File: config.mk
export PLATFORM = sky130hd
export DESIGN_NAME = player_grid_ctl
export DESIGN_NICKNAME = d
export VERILOG_FILES = /design/src/rtl/player_grid_ctl.sv
export SDC_FILE = /design/constraint.sdc
export NUM_CORES = 1
export LEC_CHECK = 0
export BUFFER_PORTS_ARGS = -buffer_cell sky130_fd_sc_hd__buf_4
export CAP_MARGIN = 10
export CORE_MARGIN = 3
export CORE_UTILIZATION = 50
export DETAILED_ROUTE_END_ITERATION = 10
export MAX_ROUTING_LAYER = met4
export PLACE_DENSITY_LB_ADDON = 0.15
export SKIP_LAST_GASP = 1
export SLEW_MARGIN = 20
export SYNTH_ARGS = -nofsm -noshare
export SYNTH_HDL_FRONTEND = slang
export SYNTH_SLANG_ARGS = --single-unit
File: constraint.sdc
create_clock -name clk -period 5.6 [get_ports clk]
set_clock_uncertainty 0.1 [all_clocks]
set_input_delay 0.56 -clock clk [delete_from_list [all_inputs] [get_ports clk]]
set_output_delay 0.56 -clock clk [all_outputs]
set_load 0.005 [all_outputs]
File: src/rtl/player_grid_ctl.sv
// rtl/player_grid_ctl.sv - 10x10 Warships board state store with click-driven updates (optional PLAYER_GRID_HIDE_SHIPS_EN)
module player_grid_ctl #(
    parameter int X_POS          = 100,
    parameter int Y_POS          = 100,
    parameter int CELL_SIZE      = 32,
    parameter int GRID_SIZE      = 10,
    parameter int MAX_SHIP_CELLS = 20
) (
    input  logic        clk,
    input  logic        rst,
    input  logic [11:0] mouse_x,
    input  logic [11:0] mouse_y,
    input  logic        mouse_left,
    input  logic        mode,
    input  logic        clear,
    input  logic [7:0]  grid_addr,
    output logic [1:0]  grid_status,
    output logic        busy,
    output logic [4:0]  ship_cells,
    output logic [4:0]  hit_cells,
    output logic        all_sunk
);
    localparam int DEPTH = GRID_SIZE * GRID_SIZE;
    localparam int AW    = $clog2(DEPTH);

    localparam logic [11:0] X_LO      = 12'(X_POS);
    localparam logic [11:0] X_HI      = 12'(X_POS + GRID_SIZE * CELL_SIZE);
    localparam logic [11:0] Y_LO      = 12'(Y_POS);
    localparam logic [11:0] Y_HI      = 12'(Y_POS + GRID_SIZE * CELL_SIZE);
    localparam logic [11:0] CELL      = 12'(CELL_SIZE);
    localparam logic [3:0]  LAST      = 4'(GRID_SIZE - 1);
    localparam logic [3:0]  GS4       = 4'(GRID_SIZE);
    localparam logic [4:0]  MAX_SHIPS = 5'(MAX_SHIP_CELLS);

    localparam logic [1:0] C_EMPTY = 2'b00;
    localparam logic [1:0] C_SHIP  = 2'b01;
    localparam logic [1:0] C_MISS  = 2'b10;
    localparam logic [1:0] C_HIT   = 2'b11;

    typedef enum logic [2:0] {S_CLEAR, S_IDLE, S_CALC, S_READ, S_WRITE} state_t;

    state_t      state;
    logic        ml_s1, ml_s2, ml_s3, click;
    logic        clear_pend;
    logic [11:0] rem_x, rem_y;
    logic [3:0]  row, col, calc_cnt;
    logic        mode_q;
    logic [1:0]  old_val, new_val, wdata;
    logic        do_write, we, in_grid;
    logic [AW-1:0] waddr, raddr;
    logic [1:0]  mem [0:DEPTH-1];

    function automatic logic [AW-1:0] cell_idx(input logic [3:0] r, input logic [3:0] c);
        return AW'({4'b0, r} * 8'(GRID_SIZE) + {4'b0, c});
    endfunction

    function automatic logic [1:0] shown(input logic [1:0] v);
`ifdef PLAYER_GRID_HIDE_SHIPS_EN
        return (v == C_SHIP) ? C_EMPTY : v;
`else
        return v;
`endif
    endfunction

    // Two-flop synchronizer for the mouse-domain button, then a registered rising-edge pulse
    always_ff @(posedge clk) begin
        if (rst) begin
            ml_s1 <= 1'b0;
            ml_s2 <= 1'b0;
            ml_s3 <= 1'b0;
            click <= 1'b0;
        end else begin
            ml_s1 <= mouse_left;
            ml_s2 <= ml_s1;
            ml_s3 <= ml_s2;
            click <= ml_s2 & ~ml_s3;
        end
    end

    assign in_grid = (mouse_x >= X_LO) && (mouse_x < X_HI) &&
                     (mouse_y >= Y_LO) && (mouse_y < Y_HI);

    // Next cell value for the latched click; do_write is low when the cell must not change
    always_comb begin
        new_val  = old_val;
        do_write = 1'b0;
        if (!mode_q) begin
            if (old_val == C_EMPTY && ship_cells < MAX_SHIPS) begin
                new_val  = C_SHIP;
                do_write = 1'b1;
            end else if (old_val == C_SHIP) begin
                new_val  = C_EMPTY;
                do_write = 1'b1;
            end
        end else begin
            if (old_val == C_SHIP) begin
                new_val  = C_HIT;
                do_write = 1'b1;
            end else if (old_val == C_EMPTY) begin
                new_val  = C_MISS;
                do_write = 1'b1;
            end
        end
    end

    assign waddr = cell_idx(row, col);
    assign raddr = cell_idx(grid_addr[7:4], grid_addr[3:0]);
    assign we    = (state == S_CLEAR) || (state == S_WRITE && do_write);
    assign wdata = (state == S_CLEAR) ? C_EMPTY : new_val;

    // Cell array: no reset, only the FSM writes it
    always_ff @(posedge clk) begin
        if (we)
            mem[waddr] <= wdata;
    end

    // Control FSM: clear sweep, click latch, divider-free cell locate, read-modify-write
    always_ff @(posedge clk) begin
        if (rst) begin
            state      <= S_CLEAR;
            busy       <= 1'b1;
            row        <= '0;
            col        <= '0;
            calc_cnt   <= '0;
            rem_x      <= '0;
            rem_y      <= '0;
            mode_q     <= 1'b0;
            old_val    <= C_EMPTY;
            ship_cells <= '0;
            hit_cells  <= '0;
            clear_pend <= 1'b0;
        end else begin
            if (clear)
                clear_pend <= 1'b1;
            case (state)
                S_CLEAR: begin
                    if (col == LAST) begin
                        col <= '0;
                        if (row == LAST) begin
                            row   <= '0;
                            state <= S_IDLE;
                            busy  <= 1'b0;
                        end else begin
                            row <= row + 4'd1;
                        end
                    end else begin
                        col <= col + 4'd1;
                    end
                end
                S_IDLE: begin
                    if (clear_pend || clear) begin
                        clear_pend <= 1'b0;
                        ship_cells <= '0;
                        hit_cells  <= '0;
                        row        <= '0;
                        col        <= '0;
                        state      <= S_CLEAR;
                        busy       <= 1'b1;
                    end else if (click && in_grid) begin
                        rem_x    <= mouse_x - X_LO;
                        rem_y    <= mouse_y - Y_LO;
                        mode_q   <= mode;
                        row      <= '0;
                        col      <= '0;
                        calc_cnt <= '0;
                        state    <= S_CALC;
                        busy     <= 1'b1;
                    end
                end
                S_CALC: begin
                    if (rem_x >= CELL) begin
                        rem_x <= rem_x - CELL;
                        col   <= col + 4'd1;
                    end
                    if (rem_y >= CELL) begin
                        rem_y <= rem_y - CELL;
                        row   <= row + 4'd1;
                    end
                    if (calc_cnt == LAST)
                        state <= S_READ;
                    else
                        calc_cnt <= calc_cnt + 4'd1;
                end
                S_READ: begin
                    old_val <= mem[waddr];
                    state   <= S_WRITE;
                end
                S_WRITE: begin
                    if (do_write) begin
                        if (!mode_q) begin
                            if (old_val == C_EMPTY)
                                ship_cells <= ship_cells + 5'd1;
                            else
                                ship_cells <= ship_cells - 5'd1;
                        end else if (old_val == C_SHIP) begin
                            hit_cells <= hit_cells + 5'd1;
                        end
                    end
                    state <= S_IDLE;
                    busy  <= 1'b0;
                end
                default: begin
                    state <= S_IDLE;
                    busy  <= 1'b0;
                end
            endcase
        end
    end

    // Game-over flag, one cycle behind the tallies
    always_ff @(posedge clk) begin
        if (rst)
            all_sunk <= 1'b0;
        else
            all_sunk <= (ship_cells != 5'd0) && (hit_cells == ship_cells);
    end

    // Registered lookup for the drawing stage; old value wins on a same-cycle write
    always_ff @(posedge clk) begin
        if (rst)
            grid_status <= C_EMPTY;
        else if (grid_addr[7:4] < GS4 && grid_addr[3:0] < GS4)
            grid_status <= shown(mem[raddr]);
        else
            grid_status <= C_EMPTY;
    end
endmodule

==> summary.md <==
| Metric | Value |
|---|---|
| Outcome | `complete, no violations` |
| Fraction of post-synthesis cell area in the top cell type by area | `43.9%` |
| Nets in the synthesized netlist | `1,146` |
| Placed wire-length estimate after detailed placement | `23.0 mm` |
| Final Max Slew Viols | `0` |
| Achievable clock frequency | `0.274 GHz` |
| Worst min path class | `input pin to register` |
| Worst Path Max Fanout | `8` |
| Clock-pin slew on the worst setup and hold paths | `0.06 ns` |
| Final estimated routing congestion in global placement | `0.834` |
| Total Routed Length | `34.4 mm` |
| Synth area leader | `edfxtp_1` |
| Maximum buffer depth of the clock tree | `3` |
| Number of synthesized flops with an enable pin | `200` |
| CTS tree | `yes` |
| DRC violations left | `0` |
| Number of synthesis warnings | `0` |
| Setup WS post-layout | `1.95 ns` |
| Wire length of the first global-routing pass | `53.0 mm` |
| Routed vias/inst | `6.42` |
| Worst IR Drop VDD | `0.216 mV` |
| Setup repair after global routing missed its margin | `no` |
| Post-layout util | `57.4%` |
| Antenna Diode Count | `0` |
| Cell chosen for the clock root | `clkbuf_16` |
| Initial standard-cell utilization of the core | `51.6%` |
| Worst slack, placed | `1.76 ns` |
| Power consumption | `4.19 mW` |
| Mean instance size in the synthesized netlist | `12.7 um2` |
| Final non-filler cell total | `1,463` |
| Number of nets at the end of the flow | `1,179` |
| Worst Setup Start Kind | `register` |
| Netlist area before placement | `13,700 um2` |
| Transition at the pin with the smallest max-transition slack | `1.09 ns` |
| P per Cell Area | `275 nW/um2` |
| Placeable core region | `26,500 um2` |
| Top area cells in the synthesized netlist | `edfxtp_1 (44%), mux4_2 (15%), dfxtp_1 (7.5%), nor2_1 (4.1%), ha_1 (2.6%)` |
| CP required | `5.71 ns` |
| Clock Latency Late Sink | `0.53 ns` |
| Portion of the post-synthesis area used by sequential elements | `51.4%` |
| Violation count after the first detailed-routing iteration | `817` |
| Share of post-route cells with drive strength above 1 | `19.5%` |
| Num Clock Sinks | `251` |
| Die Y | `171 um` |
| GRT Overall Usage | `24.3%` |
| Count of mapped cells out of synthesis | `1,076` |
| Area after DPL | `14,400 um2` |
| R2R depth | `8` |
| Quantity of gates resized following cts | `0` |
| Vias in the first global route | `9,171` |
| Total number of vias | `9,387` |
| Count of standard-cell rows | `59` |
| Accumulated negative setup slack | `0 ns` |
| Final min period | `3.65 ns` |
| Number of port buffers | `50` |
| MaxCap Viol Count | `0` |
| Hold path depth | `2` |
| TritonCTS buffer count | `27` |
| Kind of capture point of the worst setup path | `register` |
| Share of async-settable or async-resettable flops after synthesis | `0%` |
| Worst slew margin relative to its limit | `27.5%` |
| Total congestion overflow after global routing | `0` |
| Largest net degree at the start of global routing | `56` |
| Horizontal die dimension | `171 um` |
| Flops & latches, synth | `251` |
| Cell Count Post-Placement | `1,414` |
| Count of nets left with antenna violations after detail routing | `0` |
| Post-route fraction of the period consumed by the critical path | `65.2%` |
| Hold-fix buffers, CTS | `0` |
| H-tree Lvls | `1` |
| Setup repair bufs after CTS | `0` |
| Layout Cell Area excl Fill | `15,200 um2` |
| Hold_ws | `0.144 ns` |
| Area of the die | `29,400 um2` |
| Top_reg_cell synth | `edfxtp_1` |
| Final setup vio count | `0` |
| Average wire per cell in the routed design | `23.5 um` |
| Number of antenna violations at the first check in global routing | `0` |
| Number of placed I/O pins | `51` |
| Number of hold-slack violations in the final timing report | `0` |
| Type of the worst setup path | `register to register` |
| Number of unique standard cell types used by synthesis | `73` |
| Layout-stage area growth over the synthesis result | `11.2%` |
| Critical path arrival | `3.77 ns` |
| Static leakage | `5.08 nW` |
| Detailed Routing Iterations Pass 1 | `5` |
==> sequential cells by signal (all words and copies together), names as in the netlist, 2 cells and up <==
signal	cells
row	4
rem_y	7
calc_cnt	4
grid_status	2
rem_x	7
state	3
col	4
mem	200
ship_cells	5
old_val	2
hit_cells	5
==> layout by cell type (no fill, tap or decap), types with 5 or more instances in the layout <==
master and instances:
a211oi_1 9, a21oi_1 39, a31oi_1 8, and2_1 5, and3_1 5, buf_4 67, clkbuf_1 11, clkbuf_16 27
dfxtp_1 50, edfxtp_1 200, fa_1 5, ha_1 27, inv_1 23, mux2_2 10, mux2i_1 30, mux4_1 9
mux4_2 90, nand2_1 73, nand2b_1 10, nand3_1 42, nand3b_1 7, nand4_1 11, nor2_1 148, nor2b_1 11
nor3_1 25, nor3b_1 5, nor4_1 9, o211ai_1 12, o21ai_0 23, o22ai_1 6, o311ai_0 5, o31ai_1 5
xnor2_1 16, xor2_1 20
==> area by class of cell <==
class,instances,area (um2)
Fill cell,2166,11300
Sequential cell,251,7030
Multi-Input combinational cell,737,6320
Clock buffer,38,717
Timing Repair Buffer,68,531
Tap cell,335,419
Clock inverter,10,111
Inverter,24,90.1
==> cell usage after synthesis (all sizes together) (6+ instances only) <==
library cell	n
a211oi	10
a21oi	40
a31oi	8
and2	6
buf	31
clkbuf	33
dfxtp	51
edfxtp	200
ha	28
inv	23
mux2	10
mux2i	30
mux4	99
nand2	73
nand2b	10
nand3	42
nand3b	7
nand4	11
nor2	149
nor2b	11
nor3	25
nor3b	6
nor4	9
o211ai	12
o21ai	24
o22ai	6
xnor2	16
xor2	22
==> where the power goes <==
part           switching [mW]  internal (mW)  total, mW  leakage [nW]
combinational           0.286          0.205      0.492          2.46
clock                   0.711          0.983       1.69         0.396
sequential            0.00767           2.00       2.00          2.22
total                    1.00           3.19       4.19          5.08
==> worst paths after layout <==
kind	slack, ns	endpoint	from
setup / recovery	1.95	mem[74][1]	row[1]
hold / removal	0.14	ml_s1	mouse_left
setup reg to reg	1.95	mem[74][1]	row[1]
hold reg to reg	0.29	click	ml_s3
==> kinds of logic after synthesis <==
| kind of cell | share of synthesized area [%] |
|---|---|
| buffers and inverters | 2.81 |
| DFF | 51.4 |
| muxes | 19.6 |
| xor gates and xnor gates | 2.43 |
| AOI/OAI and AO/OA | 8.05 |
| and+or+nand+nor | 12.5 |
| adders and majority gates | 3.29 |
==> metal layers <==
metal / vias up / part of all wire, % / track usage (%)
li1: 4243 / - / -
met1: 4724 / 43 / 33.8
met5: - / 0 / -
met2: 350 / 47 / 38.1
met4: 0 / 2.5 / 6.02
met3: 70 / 7.3 / 3.70
==> worst max-delay path, cell delays in order, from the launching register on <==
cell and delay (ns):
dfxtp_1 0.46, ha_1 0.29, ha_1 0.22, fa_1 0.48
a21bo_2 0.22, o22ai_1 0.10, nor3_1 0.69, nand3_1 0.48
nor2_1 0.31
No activity file was read; power rests on OpenSTA's default activity.
